==> config.mk <==
export PLATFORM = sky130hd
export DESIGN_NAME = life_keypad
export DESIGN_NICKNAME = d
export VERILOG_FILES = /design/src/rtl/life_keypad_pkg.sv /design/src/rtl/life_debounce.sv /design/src/rtl/life_keypad.sv
export SDC_FILE = /design/constraint.sdc
export NUM_CORES = 1
export LEC_CHECK = 0
export ABC_AREA = 1
export CORE_MARGIN = 3
export CORE_UTILIZATION = 65
export CTS_BUF_LIST = sky130_fd_sc_hd__clkbuf_4 sky130_fd_sc_hd__clkbuf_8
export DETAILED_ROUTE_END_ITERATION = 10
export PLACE_DENSITY = 0.83
export SETUP_SLACK_MARGIN = 0.15
export SYNTH_ARGS = -nofsm -noshare
export SYNTH_HDL_FRONTEND = slang
export SYNTH_SLANG_ARGS = --single-unit
==> constraint.sdc <==
create_clock -name clk -period 4.24 [get_ports clk]
set_clock_uncertainty 0.2 [all_clocks]
set_input_delay 1.272 -clock clk [delete_from_list [all_inputs] [get_ports clk]]
set_output_delay 1.272 -clock clk [all_outputs]
set_load 0.1 [all_outputs]
==> src/rtl/life_keypad_pkg.sv <==
// Shared key-code and button-index constants for the life keypad, cursor and counter logic.
package life_keypad_pkg;

  localparam int NUM_KEYS = 7;
  localparam int NUM_DIR  = 4;

  localparam int BTN_UP    = 0;
  localparam int BTN_DOWN  = 1;
  localparam int BTN_LEFT  = 2;
  localparam int BTN_RIGHT = 3;
  localparam int BTN_FLIP  = 4;
  localparam int BTN_RUN   = 5;
  localparam int BTN_STEP  = 6;

  localparam logic [2:0] KEY_NONE  = 3'd0;
  localparam logic [2:0] KEY_UP    = 3'd1;
  localparam logic [2:0] KEY_DOWN  = 3'd2;
  localparam logic [2:0] KEY_LEFT  = 3'd3;
  localparam logic [2:0] KEY_RIGHT = 3'd4;
  localparam logic [2:0] KEY_FLIP  = 3'd5;
  localparam logic [2:0] KEY_RUN   = 3'd6;
  localparam logic [2:0] KEY_STEP  = 3'd7;

  // Button index i is reported on the keys bus as code i+1.
  function automatic logic [2:0] key_code(input logic [2:0] idx);
    return idx + 3'd1;
  endfunction

endpackage

==> src/rtl/life_debounce.sv <==
// Two-flop synchroniser plus counting debouncer for one raw push-button.
module life_debounce #(
  parameter logic [15:0] DEB_CYCLES = 16'd50000,
  parameter int          DEB_W      = 16
) (
  input  logic clk,
  input  logic reset,
  input  logic btn,
  output logic stable
);

  localparam logic [DEB_W-1:0] CNT_LAST = DEB_W'(DEB_CYCLES - 16'd1);

  logic             s1;
  logic             s;
  logic [DEB_W-1:0] cnt;

  // Any sample that agrees with the debounced state restarts the count.
  always_ff @(posedge clk) begin
    if (reset) begin
      s1     <= 1'b0;
      s      <= 1'b0;
      stable <= 1'b0;
      cnt    <= '0;
    end else begin
      s1 <= btn;
      s  <= s1;
      if (s == stable) begin
        cnt <= '0;
      end else if (cnt == CNT_LAST) begin
        stable <= ~stable;
        cnt    <= '0;
      end else begin
        cnt <= cnt + 1'b1;
      end
    end
  end

endmodule

==> src/rtl/life_keypad.sv <==
// Debounced seven-button front-end producing single-cycle key codes for life.
// Optional direction-key auto-repeat is built when LIFE_KEY_REPEAT_EN is defined.
module life_keypad
  import life_keypad_pkg::*;
#(
  parameter logic [15:0] DEB_CYCLES    = 16'd50000,
  parameter int          DEB_W         = 16,
  parameter logic [23:0] REPEAT_DELAY  = 24'd5000000,
  parameter logic [23:0] REPEAT_PERIOD = 24'd2000000
) (
  input  logic       clk,
  input  logic       reset,
  input  logic [6:0] btn,
  output logic [2:0] keys
);

  logic [NUM_KEYS-1:0] stable;
  logic [NUM_KEYS-1:0] stable_d;
  logic [NUM_KEYS-1:0] pend;
  logic [NUM_KEYS-1:0] press;
  logic [NUM_KEYS-1:0] rpt_set;
  logic [NUM_KEYS-1:0] grant;
  logic [2:0]          code;

  for (genvar i = 0; i < NUM_KEYS; i++) begin : g_deb
    life_debounce #(
      .DEB_CYCLES(DEB_CYCLES),
      .DEB_W     (DEB_W)
    ) u_deb (
      .clk   (clk),
      .reset (reset),
      .btn   (btn[i]),
      .stable(stable[i])
    );
  end

  assign press = stable & ~stable_d;

  // Scan downward so the lowest pending index wins.
  always_comb begin
    grant = '0;
    code  = KEY_NONE;
    for (int i = NUM_KEYS - 1; i >= 0; i--) begin
      if (pend[i]) begin
        grant = NUM_KEYS'(1) << i;
        code  = key_code(3'(i));
      end
    end
  end

  // New events are ORed in after the grant clear, so a same-cycle set survives.
  always_ff @(posedge clk) begin
    if (reset) begin
      stable_d <= '0;
      pend     <= '0;
      keys     <= KEY_NONE;
    end else begin
      stable_d <= stable;
      pend     <= (pend & ~grant) | press | rpt_set;
      keys     <= code;
    end
  end

`ifdef LIFE_KEY_REPEAT_EN
  logic        trk_valid;
  logic [1:0]  trk_idx;
  logic        trk_valid_q;
  logic [1:0]  trk_idx_q;
  logic [23:0] rpt_cnt;
  logic        rpt_phase;
  logic [23:0] rpt_limit;
  logic        trk_changed;
  logic        rpt_fire;

  always_comb begin
    trk_valid = 1'b0;
    trk_idx   = 2'd0;
    for (int i = NUM_DIR - 1; i >= 0; i--) begin
      if (stable[i]) begin
        trk_valid = 1'b1;
        trk_idx   = 2'(i);
      end
    end
  end

  assign trk_changed = (trk_valid != trk_valid_q) || (trk_idx != trk_idx_q);
  assign rpt_limit   = rpt_phase ? (REPEAT_PERIOD - 24'd1) : (REPEAT_DELAY - 24'd1);
  assign rpt_fire    = trk_valid && !trk_changed && (rpt_cnt == rpt_limit);
  assign rpt_set     = rpt_fire ? (NUM_KEYS'(1) << trk_idx) : '0;

  // The first interval after a (re)track is the delay, every later one the period.
  always_ff @(posedge clk) begin
    if (reset) begin
      trk_valid_q <= 1'b0;
      trk_idx_q   <= 2'd0;
      rpt_cnt     <= '0;
      rpt_phase   <= 1'b0;
    end else begin
      trk_valid_q <= trk_valid;
      trk_idx_q   <= trk_idx;
      if (!trk_valid || trk_changed) begin
        rpt_cnt   <= '0;
        rpt_phase <= 1'b0;
      end else if (rpt_fire) begin
        rpt_cnt   <= '0;
        rpt_phase <= 1'b1;
      end else begin
        rpt_cnt <= rpt_cnt + 24'd1;
      end
    end
  end
`else
  assign rpt_set = '0;

  if (REPEAT_DELAY == 24'd0 || REPEAT_PERIOD == 24'd0) begin : g_repeat_cfg_unused
  end
`endif

endmodule

Word-level counts from Yosys, hierarchy flattened
Index checks and enable logic that the tools add are counted.

Register bits: 150. Input bits: 9. Logic and storage cells: 103.

Add/sub/neg operators: 7. Equal/unequal tests: 14. Mux-type cells: 14. Bitwise gates (word level): 19. Reductions and logical operators: 16.

Operator list (count): 16-bit by 1-bit adder with 16-bit output (second input constant) (7); 16-bit == test (second input constant) (7); 7-bit two-way mux (7); 3-bit OR reduction (7); 7-bit AND (2); 1-bit inverter (14); 7-bit inverter (2); 2-bit AND reduction (7); 3-bit two-way mux (4); 1-bit == test (7); 7-bit bitwise OR (1); 2-bit two-way mux (2); 4-bit OR reduction (1); 2-bit OR reduction (1); 1-bit two-way mux (1).

Logic depth before layout (Yosys ltp)
Depth after elaboration: 10. Depth in mapped cells: 8. Gate-level depth less buffers: 8.

Modules after synthesis
A second synthesis with hierarchy kept.

Cells, all modules: 995. Area, all modules: 7030.5 um2.

Modules (own cells, without submodules): life_debounce (instances 7, cells an instance 132, area an instance 922.1 um2); life_keypad (instances 1, cells an instance 71, area an instance 575.6 um2).

Worst setup path after synthesis
Ideal clock, no wire load.

Path kind: flip-flop to output port. Start: register keys[0]. End: output keys[0]. Data arrival time: 0.909 ns. Required time: 2.768 ns. Slack: 1.859 ns. Cell stages (with the launch flop): 1. Buffers on the path: 0. Cells stage by stage: dfxtp_1.

RTL lines: from (decl) (line life_keypad.sv:14) `output logic [2:0] keys`; from (signal assigned) (line life_keypad.sv:60) `keys <= code;`.

No word-level cell between the ends.

Worst setup path after layout
Start: register keys[1]. End: output keys[1].

No word-level cell between the ends.

==> impl_metrics.env <==
export IMPL_status="complete, no violations"
export IMPL_syn_nets=1010
export IMPL_finalHoldViolCount=0
export IMPL_dieWidth_um=109
export IMPL_cts_root_buf="clkbuf_8"
export IMPL_critical_path_top_delay_family="buffers and inverters"
export IMPL_remaining_drc_errors=0
export IMPL_finalCritPeriodShare_pct=79.4
export IMPL_crit_path_end_kind="output port"
export IMPL_nNetsFinal=1030
export IMPL_cp_buffers_inverters=1
export IMPL_busiest_layer="met2"
export IMPL_worst_r2r_cell_count=6
export IMPL_reg2reg_from="g_deb[3].u_deb.cnt[0]"
export IMPL_clock_path_buffers=2
export IMPL_cp_data_required_time_ns=2.77
export IMPL_port_buffers=11
export IMPL_numCtsBuffers=17
export IMPL_cts_hold_buf=0
export IMPL_hp_class="flip-flop to flip-flop"
export IMPL_routed_wl_mm=12.7
export IMPL_drive_gt1_share_pct=5.65
export IMPL_worst_slew_pin_slew_ns=0.959
export IMPL_cp_cell_sequence="clkdlybuf4s50_1"
export IMPL_p_leak_nw=2.62
export IMPL_ys_ff_latch=150
export IMPL_worst_slack_ns=0.875
export IMPL_rsz0062_at_grt="false"
export IMPL_ir_worst_vdd_mv=0.296
export IMPL_synth_main_ff_cell="dfxtp_1"
export IMPL_clk_pin_slew_worst_paths_ns=0.09
export IMPL_met2_usage_pct=39.3
export IMPL_htreeDepth=4
export IMPL_diodes=0
export IMPL_ys_seq_area_share_pct=43.5
export IMPL_hold_end="g_deb[0].u_deb.s"
export IMPL_gp_congestion=0.879
export IMPL_gr_usage_met3_pct=6.28
export IMPL_routed_via_density=5.15
export IMPL_antenna_found_initial=0
export IMPL_setup_tns_final_ns=0
export IMPL_slew_violations=0
export IMPL_post_cts_setup_buffers=0
export IMPL_syn_cell_area_mm2=0.00690
export IMPL_first_pass_iters=5
export IMPL_die_area_mm2=0.0119
export IMPL_yosys_warnings=0
export IMPL_grt_max_degree=31
export IMPL_cp_max_fo=1
export IMPL_grt_util_met1_pct=28.0
export IMPL_synth_edf_count=0
export IMPL_first_global_vias=5504
export IMPL_detail_route_wl_per_cell_um=11.0
export IMPL_layout_common_cells="nor2_1, nand2_1, dfxtp_1, inv_1, nand3_1"
export IMPL_r2r_end="g_deb[3].u_deb.cnt[11]"
export IMPL_setup_violations=0
export IMPL_row_count=36
export IMPL_drtIter0Drc=425
export IMPL_period_needed_ns=3.36
export IMPL_slew_headroom_pct=35.9
export IMPL_cp_start_kind="flip-flop"
export IMPL_clk_latency_ns=0.45
export IMPL_hold_depth=2
export IMPL_clock_fmax_mhz=297
export IMPL_max_cap_viol_count=0
export IMPL_hpwl_mm=8.64
export IMPL_dr_total_vias=5970
export IMPL_pre_cts_ws_ns=1.26
export IMPL_die_h_um=109
export IMPL_hp_start="g_deb[0].u_deb.s1"
export IMPL_power_density_mw_per_mm2=359
export IMPL_critPathArrivalTime_ns=1.89
export IMPL_grt_pass1_wl_mm=22.6
export IMPL_worstSetupPathType="flip-flop to output port"
export IMPL_cpMaxStageDelayCell="clkdlybuf4s50_1"
export IMPL_start_util_pct=68.7
export IMPL_synth_cell_type_count=27
export IMPL_syn_instance_count=994
export IMPL_io_pins=12
export IMPL_grt_total_usage_pct=23.4
export IMPL_whs_ns=0.199
export IMPL_tritoncts="yes"
export IMPL_syn_to_final_growth_pct=9.43
export IMPL_final_common_cell="nor2_1"
export IMPL_ant_nets=0
export IMPL_critical_path_max_stage_delay_ns=1.12
export IMPL_r2r_slack_ns=2.48
export IMPL_synth_async_reset_ratio_pct=0
export IMPL_cts_resized=0
export IMPL_coreArea_mm2=0.0100
export IMPL_overflow=0
export IMPL_syn_avg_cell_area_um2=6.94
export IMPL_cts_sinks=150
[cells by family (layout without fill, tap and decap cells)]
logic type / after synthesis / after routing / share of synthesized area [%]
simple gates: 558 / 558 / 34.1
fa+ha+maj: 7 / 7 / 1.27
compound gates: 83 / 83 / 6.26
buf+inv: 150 / 183 / 8.96
flops: 150 / 150 / 43.5
xor+xnor: 46 / 46 / 5.84
[per-stage QoR]
step                      total power [mW]  cell area [um^2]  instances  utilization (%)
after detailed placement              1.49              7080       1128             70.5
final                                 2.71              7550       1160             75.1
after global placement                1.49              7080       1128             70.5
after CTS                             2.73              7550       1160             75.1
after floorplan                       1.48              6900        994                -
after global routing                  2.81              7550       1160             75.1
[how the worst max path moves through the flow]
stage	start	end	slack, ns	depth (start not counted)
after floorplan	keys[0]	keys[0]	1.86	0
after global placement	reset	g_deb[1].u_deb.cnt[11]	1.29	6
after detailed placement	reset	g_deb[1].u_deb.cnt[14]	1.26	6
after CTS	keys[1]	keys[1]	0.84	1
after global routing	keys[1]	keys[1]	0.81	1
final	keys[1]	keys[1]	0.88	1
[worst register-to-register path, delay by kind of cell (launching register included)]
| kind | cells | cell delay, ns |
|---|---|---|
| adder cells (fa/ha/maj) | 1 | 0.26 |
| flip-flops | 1 | 0.35 |
| AND/OR/NAND/NOR | 5 | 0.83 |
[sequential cells by signal, summed over array words and instances (netlist names)]
name                cells
stable_d                7
g_deb.u_deb.s           7
g_deb.u_deb.s1          7
pend                    7
g_deb.u_deb.cnt       112
g_deb.u_deb.stable      7
keys                    3
[metal layers]
| metal | part of all wire (%) | vias up |
|---|---|---|
| li1 | - | 3152 |
| met1 | 47 | 2684 |
| met2 | 47 | 111 |
| met3 | 3.8 | 23 |
| met4 | 1.6 | 0 |
| met5 | 0 | - |
[Yosys cell counts (7+ instances only)]
cell | instances | area [um^2]
a21oi_1 | 55 | 275
nand2_1 | 202 | 758
nand3_1 | 71 | 355
dfxtp_1 | 150 | 3000
nor2_1 | 224 | 841
nand2_2 | 10 | 62.6
nand4_1 | 33 | 206
xnor2_1 | 15 | 131
ha_1 | 7 | 87.6
buf_6 | 7 | 78.8
o21ai_0 | 21 | 105
xor2_1 | 31 | 272
inv_1 | 137 | 514
[where the power goes]
| group | total [mW] | switching [mW] | leakage [nW] | internal (mW) |
|---|---|---|---|---|
| combinational | 0.0389 | 0.0250 | 1.19 | 0.0139 |
| sequential | 1.42 | 0.00308 | 1.21 | 1.42 |
| clock | 1.26 | 0.543 | 0.224 | 0.712 |
[cell type report]
cell class	count	area, um^2
Inverter	139	522
Clock buffer	18	241
Sequential cell	150	3000
Multi-Input combinational cell	694	3280
Timing Repair Buffer	12	118
Clock inverter	14	221
Fill cell	782	2500
Tap cell	133	166
No activity file was read; power rests on OpenSTA's default activity.
